### config.mk
export PLATFORM = sky130hd
export DESIGN_NAME = ah_rr_mux
export DESIGN_NICKNAME = d
export VERILOG_FILES = /design/src/rtl/ah_rr_mux.sv
export SDC_FILE = /design/constraint.sdc
export NUM_CORES = 1
export LEC_CHECK = 0
export CORE_MARGIN = 3
export CORE_UTILIZATION = 49
export DETAILED_ROUTE_END_ITERATION = 8
export HOLD_SLACK_MARGIN = 0.1
export PLACE_DENSITY = 0.95
export SETUP_SLACK_MARGIN = 0.5
export SLEW_MARGIN = 20
export SYNTH_ARGS = -nofsm -noshare
export SYNTH_HDL_FRONTEND = slang
export SYNTH_SLANG_ARGS = --single-unit
### constraint.sdc
create_clock -name clk -period 7.21 [get_ports clk]
set_clock_uncertainty 0.15 [all_clocks]
set_input_delay 1.442 -clock clk [delete_from_list [all_inputs] [get_ports clk]]
set_output_delay 1.442 -clock clk [all_outputs]
set_load 0.01 [all_outputs]
### src/rtl/ah_rr_mux.sv
// ah_rr_mux: N-to-1 round-robin valid/ready mux with a registered egress stage carrying the source index.
// Define AH_RR_MUX_FIXED_PRIO_EN for strict fixed priority (lowest index wins, no pointer).
module ah_rr_mux #(
  parameter int N  = 4,
  parameter int DW = 8,
  parameter int SW = 2
) (
  input  logic            clk,
  input  logic            rst_n,
  input  logic [N*DW-1:0] ing_data,
  input  logic [N-1:0]    ing_valid,
  output logic [N-1:0]    ing_ready,
  output logic [DW-1:0]   egr_data,
  output logic            egr_valid,
  input  logic            egr_ready,
  output logic [SW-1:0]   egr_src
);
  logic [DW-1:0] ing_arr [N];
  logic [DW-1:0] egr_data_q;
  logic [SW-1:0] egr_src_q, base, gidx;
  logic [SW:0]   sum;
  logic [N-1:0]  gnt;
  logic          egr_valid_q, egr_valid_d, found, load_en, take;
  for (genvar i = 0; i < N; i++) begin : g_split
    assign ing_arr[i] = ing_data[i*DW +: DW];
  end
`ifdef AH_RR_MUX_FIXED_PRIO_EN
  assign base = SW'(N-1);
`else
  logic [SW-1:0] ptr_q, ptr_d;
  assign base  = ptr_q;
  assign ptr_d = take ? gidx : ptr_q;
  always_ff @(posedge clk) ptr_q <= !rst_n ? SW'(N-1) : ptr_d;
`endif
  // search starts one past base and wraps explicitly at N so non-power-of-2 sizes never grant index >= N
  always_comb begin
    gnt   = '0;
    gidx  = '0;
    found = 1'b0;
    sum   = '0;
    for (int k = 1; k <= N; k++) begin
      sum = {1'b0, base} + (SW+1)'(k);
      sum = (sum >= (SW+1)'(N)) ? sum - (SW+1)'(N) : sum;
      if (!found && ing_valid[sum[SW-1:0]]) begin
        found              = 1'b1;
        gnt[sum[SW-1:0]]   = 1'b1;
        gidx               = sum[SW-1:0];
      end
    end
  end
  assign load_en     = ~egr_valid_q | egr_ready;
  assign ing_ready   = (rst_n & load_en) ? gnt : '0;
  assign take        = |ing_ready;
  assign egr_valid_d = take | (egr_valid_q & ~egr_ready);
  always_ff @(posedge clk) begin
    if (!rst_n) begin
      egr_valid_q <= 1'b0;
      egr_data_q  <= '0;
      egr_src_q   <= '0;
    end else begin
      egr_valid_q <= egr_valid_d;
      egr_data_q  <= take ? ing_arr[gidx] : egr_data_q;
      egr_src_q   <= take ? gidx : egr_src_q;
    end
  end
  assign egr_valid = egr_valid_q;
  assign egr_data  = egr_data_q;
  assign egr_src   = egr_src_q;
endmodule

* After elaboration in Yosys (flattened, before gate mapping)
Cells that the tools add are included.
Word-level totals: memory bits (read-only) 0, output and inout port bits 15, bits of input ports 39, bits in latches 0, memories kept 0, bits in writable memories 0, word-level logic and storage cells 81, bits in registers 13
Operators by class: muxes and demuxes 35, equal/unequal tests 0, multipliers 0, shift-type cells 0, bitwise logic cells 10, div/mod/pow operators 0, add/sub/neg operators 8, reduce and logical (&&, ||, !) cells 11, $lt $le $gt $ge 13
Operators with widths (number):
- $mux W4 | 5
- $bmux W8 S2 | 1
- $mux W2 | 8
- $mux W8 | 2
- $ge A3 B3 Y1 const B | 5
- $lt A2 B3 Y1 const B | 4
- $or A4 B4 Y4 | 3
- $mux W1 | 11
- $bmux W1 S2 | 4
- $demux W1 S2 | 4
- $ge A2 B1 Y1 const B | 4
- $sub A2 B1 Y2 const B | 4
- $logic_and A1 B1 Y1 | 7
- $add A2 B2 Y3 const B | 2
- $reduce_or A4 Y1 | 1
- $add A2 B1 Y3 const B | 1
- $add A2 B3 Y3 const B | 1
- $logic_not A1 Y1 | 3
- $not A2 Y3 | 1
- $and A1 B1 Y1 | 2
- $not A1 Y1 | 2
- $or A1 B1 Y1 | 2

* Logic depth before layout (Yosys ltp)
word-level depth 19, mapped depth 13, mapped depth without buffers 9

* Worst setup path before layout
No wires, ideal clock.
path type in2out, from input ing_valid[3], to output ing_ready[0], required time 5.618 ns, setup slack 2.732 ns, stages 6, buffers on the path 1, data arrival time 2.886 ns, path through buf_2 > nor4bb_1 > a31oi_1 > o31ai_1 > a22oi_1 > a21oi_1
Between the ends: cells in the longest elaborated chain, start to end 13, elaborated cells on any way between the ends 25, classes of those cells 16 x mux; 3 x bitwise; 6 x reduce/logical
Ends and longest elaborated chain:
- start, declared | line 11 | input logic [N-1:0] ing_valid,
- $bmux W1 S2 | line 44 | if (!found && ing_valid[sum[SW-1:0]]) begin
- $mux W1 (implied by the code) | line 44
- $mux W1 | line 44
- $logic_not A1 Y1 | line 44
- $logic_and A1 B1 Y1 | line 44
- $mux W1 | line 44
- $logic_not A1 Y1 | line 44
- $logic_and A1 B1 Y1 | line 44
- $mux W1 | line 44
- $logic_not A1 Y1 | line 44
- $logic_and A1 B1 Y1 | line 44
- $mux W4 * | line 44
- $mux W4 * | line 52 | assign ing_ready = (rst_n & load_en) ? gnt : '0;
- end, declared | line 12 | output logic [N-1:0] ing_ready,
Mark *: on every way between the ends. The rest lies on a longest branch, timed or not. The select of a mux whose other input is x is not followed.

* Worst setup path after layout
Same ends and word-level chain as after synthesis.

==> results.toml <==
[status]
status = "completed"

[routing]
via_per_inst = 5.75
drt.antenna.violating_nets = 0
route.detailed.wl_per_inst_um = 14.8
num_vias = 1379
dr.first_iter.drc_count = 69
drt_pre_antenna_iters = 4
detail_route.drc_violations = 0
postRouteWirelength_mm = 3.55

[clocking]
ctsLongestPathBuffers = 2
cts_hold_buf = 0
cts.sink_count = 13
clkTransAtPathRegs_ns = 0.09
worstSkewPairLatency_ns = 0.29
tritoncts = "done"
cts_post_setup_buffers_inserted = 0
htree_num_levels = 1
clock-root-buffer = "sky130_fd_sc_hd__clkbuf_4"
tritoncts.num_buffers = 3
ctsResizeCount = 0

[sta]
post-route-min-period_ns = 5.72
hold_viol_final = 0
worst_slew_margin_rel = 0.421
share_of_the_cycle_needed_by_the_critical_path_after_routing = 0.794
grt_setup_unrepaired = "false"
setup-tns-final_ns = 0
setup-violations-final = 0
count_of_pins_over_their_slew_limit = 0
tightest_slew_ns = 0.861
whs_ns = 0.314
fmaxAchievable_mhz = 175

[yosys]
synth.net_count = 212
ys_seq_area_frac = 0.173
synth_enable_flop_cells = 0
post-synth-top-area-cell = "sky130_fd_sc_hd__mux2i_1"
yosysMostFrequentCell = "sky130_fd_sc_hd__mux2i_1"
syn_inst = 165
yosys-top-cells-count = "34 x sky130_fd_sc_hd__mux2i_1, 20 x sky130_fd_sc_hd__nand2_1, 13 x sky130_fd_sc_hd__dfxtp_1"
yosysUniqueCellTypes = 40
synth_flop_cell = "sky130_fd_sc_hd__dfxtp_1"
yosys_warnings = 0
synth_top_cell_area_share = 0.226
synth_top_cells_by_area = "sky130_fd_sc_hd__mux2i_1 23%, sky130_fd_sc_hd__dfxtp_1 17%, sky130_fd_sc_hd__mux2_2 6.7%"
post_synth.cell_area_avg_um2 = 9.11
async_flop_share = 0
ys_ff_latch = 13
synth.cell_area_um2 = 1500

[critical_path]
crit_path_start = "ing_valid[3]"
r2r_start = "base[0]$_SDFFE_PN1P_"
critPathLaunchType = "primary input"
critical_path_peak_fanout = 12
critical_path_class = "primary input to output port"
reg2reg_slack_ns = 2.86
critical_path.endpoint = "ing_ready[0]"
worst_ep_arrival_time_ns = 4.13
critPathCaptureType = "output port"
worst_r2r_endpoint = "egr_src[1]$_SDFFE_PN0P_"
rr_worst_depth = 9
critical_path_required_ns = 5.62

[layout]
synth_to_layout_area_growth_pct = 33.6
final_cells = 240
nets = 257
diodes = 0
share_of_cells_above_drive_strength_1 = 0.0957
fin_util = 0.710

[power_and_ir_drop]
power_density_nw_per_um2 = 407
leakage_nw = 0.879
power.ir.vdd_worst_uv = 197
total_power_mw = 0.819

[die]
io_pins = 54
floorplan.die.width_um = 61.4
floorplan.die_area_um2 = 3770
initial_utilization = 0.532
rows = 19
floorplan.die.height_um = 61.4
core_um2 = 2830

[global_routing]
grt_start_max_net_pins = 25
grt_antenna_before_repair = 0
grt_pass1_vias = 1271
grtUsageTotal = 0.202
gr-total-overflow = 0
grt_first_pass_wirelength_mm = 5.62

[place]
dpl.hpwl_mm = 2.77
final_estimated_routing_congestion_in_global_placement = 0.930
dp_cells = 236
io_buffer_count = 53

[hold_path]
class_of_the_tightest_hold_or_removal_check = "flop to flop"
min_from = "egr_src[0]$_SDFFE_PN0P_"
hold-path-cell-count = 2

[job]
drv.max_cap_violation_count = 0
## per-layer routing
layer | share of wire | global-route usage
met5 | 0 | 0
met2 | 0.51 | 0.352
met4 | 0.0059 | 0.0818
met3 | 0.087 | 0.0734
met1 | 0.40 | 0.221
## worst min-delay path by stage
stage | end
after CTS | egr_src[0]$_SDFFE_PN0P_
final | egr_src[0]$_SDFFE_PN0P_
after global routing | egr_data[4]$_SDFFE_PN0P_
after detailed placement | egr_src[0]$_SDFFE_PN0P_
after floorplan | egr_data[0]$_SDFFE_PN0P_
after global placement | egr_data[6]$_SDFFE_PN0P_
## through the flow
step	setup slack, ns	cell area (µm²)
floorplan	2.73	1500
global placement	1.55	1980
detailed placement	1.52	1980
CTS	1.51	2010
global route	1.26	2010
finish	1.49	2010
## layout make-up
class / count / area [µm²]
clock buffers: 4 / 26.3
fillers: 220 / 820
inverters: 6 / 22.5
multi-input cells: 133 / 1130
flip-flops and latches: 13 / 260
well taps: 31 / 38.8
repair buffers: 53 / 531
## placed cells by master (no fill, tap or decap), types with 5 or more instances in the layout
cell                              instances
sky130_fd_sc_hd__clkdlybuf4s50_1         53
sky130_fd_sc_hd__nor2_1                   9
sky130_fd_sc_hd__mux2i_1                 34
sky130_fd_sc_hd__ha_1                     8
sky130_fd_sc_hd__nand2_1                 20
sky130_fd_sc_hd__a21oi_1                 10
sky130_fd_sc_hd__dfxtp_1                 13
sky130_fd_sc_hd__nand2b_1                 5
sky130_fd_sc_hd__mux2_2                   9
sky130_fd_sc_hd__inv_1                    6
## worst max-delay path, stage by stage
cell	delay (ns)
sky130_fd_sc_hd__clkdlybuf4s50_1	0.65
sky130_fd_sc_hd__nor4bb_1	0.34
sky130_fd_sc_hd__a31oi_1	0.09
sky130_fd_sc_hd__o31ai_1	0.72
sky130_fd_sc_hd__a22oi_1	0.14
sky130_fd_sc_hd__a21oi_1	0.19
sky130_fd_sc_hd__clkdlybuf4s50_1	0.55
## logic make-up after synthesis
family                     synth area share
adders and majority gates            0.0666
AOI/OAI and AO/OA                     0.191
buffers and inverters                0.0749
muxes                                 0.341
DFF                                   0.173
and+or+nand+nor                       0.154
## power by group
group / total [mW] / leakage (nW) / internal (mW) / switching, mW
sequential: 0.143 / 0.108 / 0.103 / 0.0393
combinational: 0.628 / 0.756 / 0.328 / 0.300
clock: 0.0481 / 0.0150 / 0.0215 / 0.0266
## flip-flops by register name (all words and copies together), names as in the netlist
register   cells
egr_src        2
egr_valid      1
egr_data       8
base           2
Power figures use the tool's default switching activity.
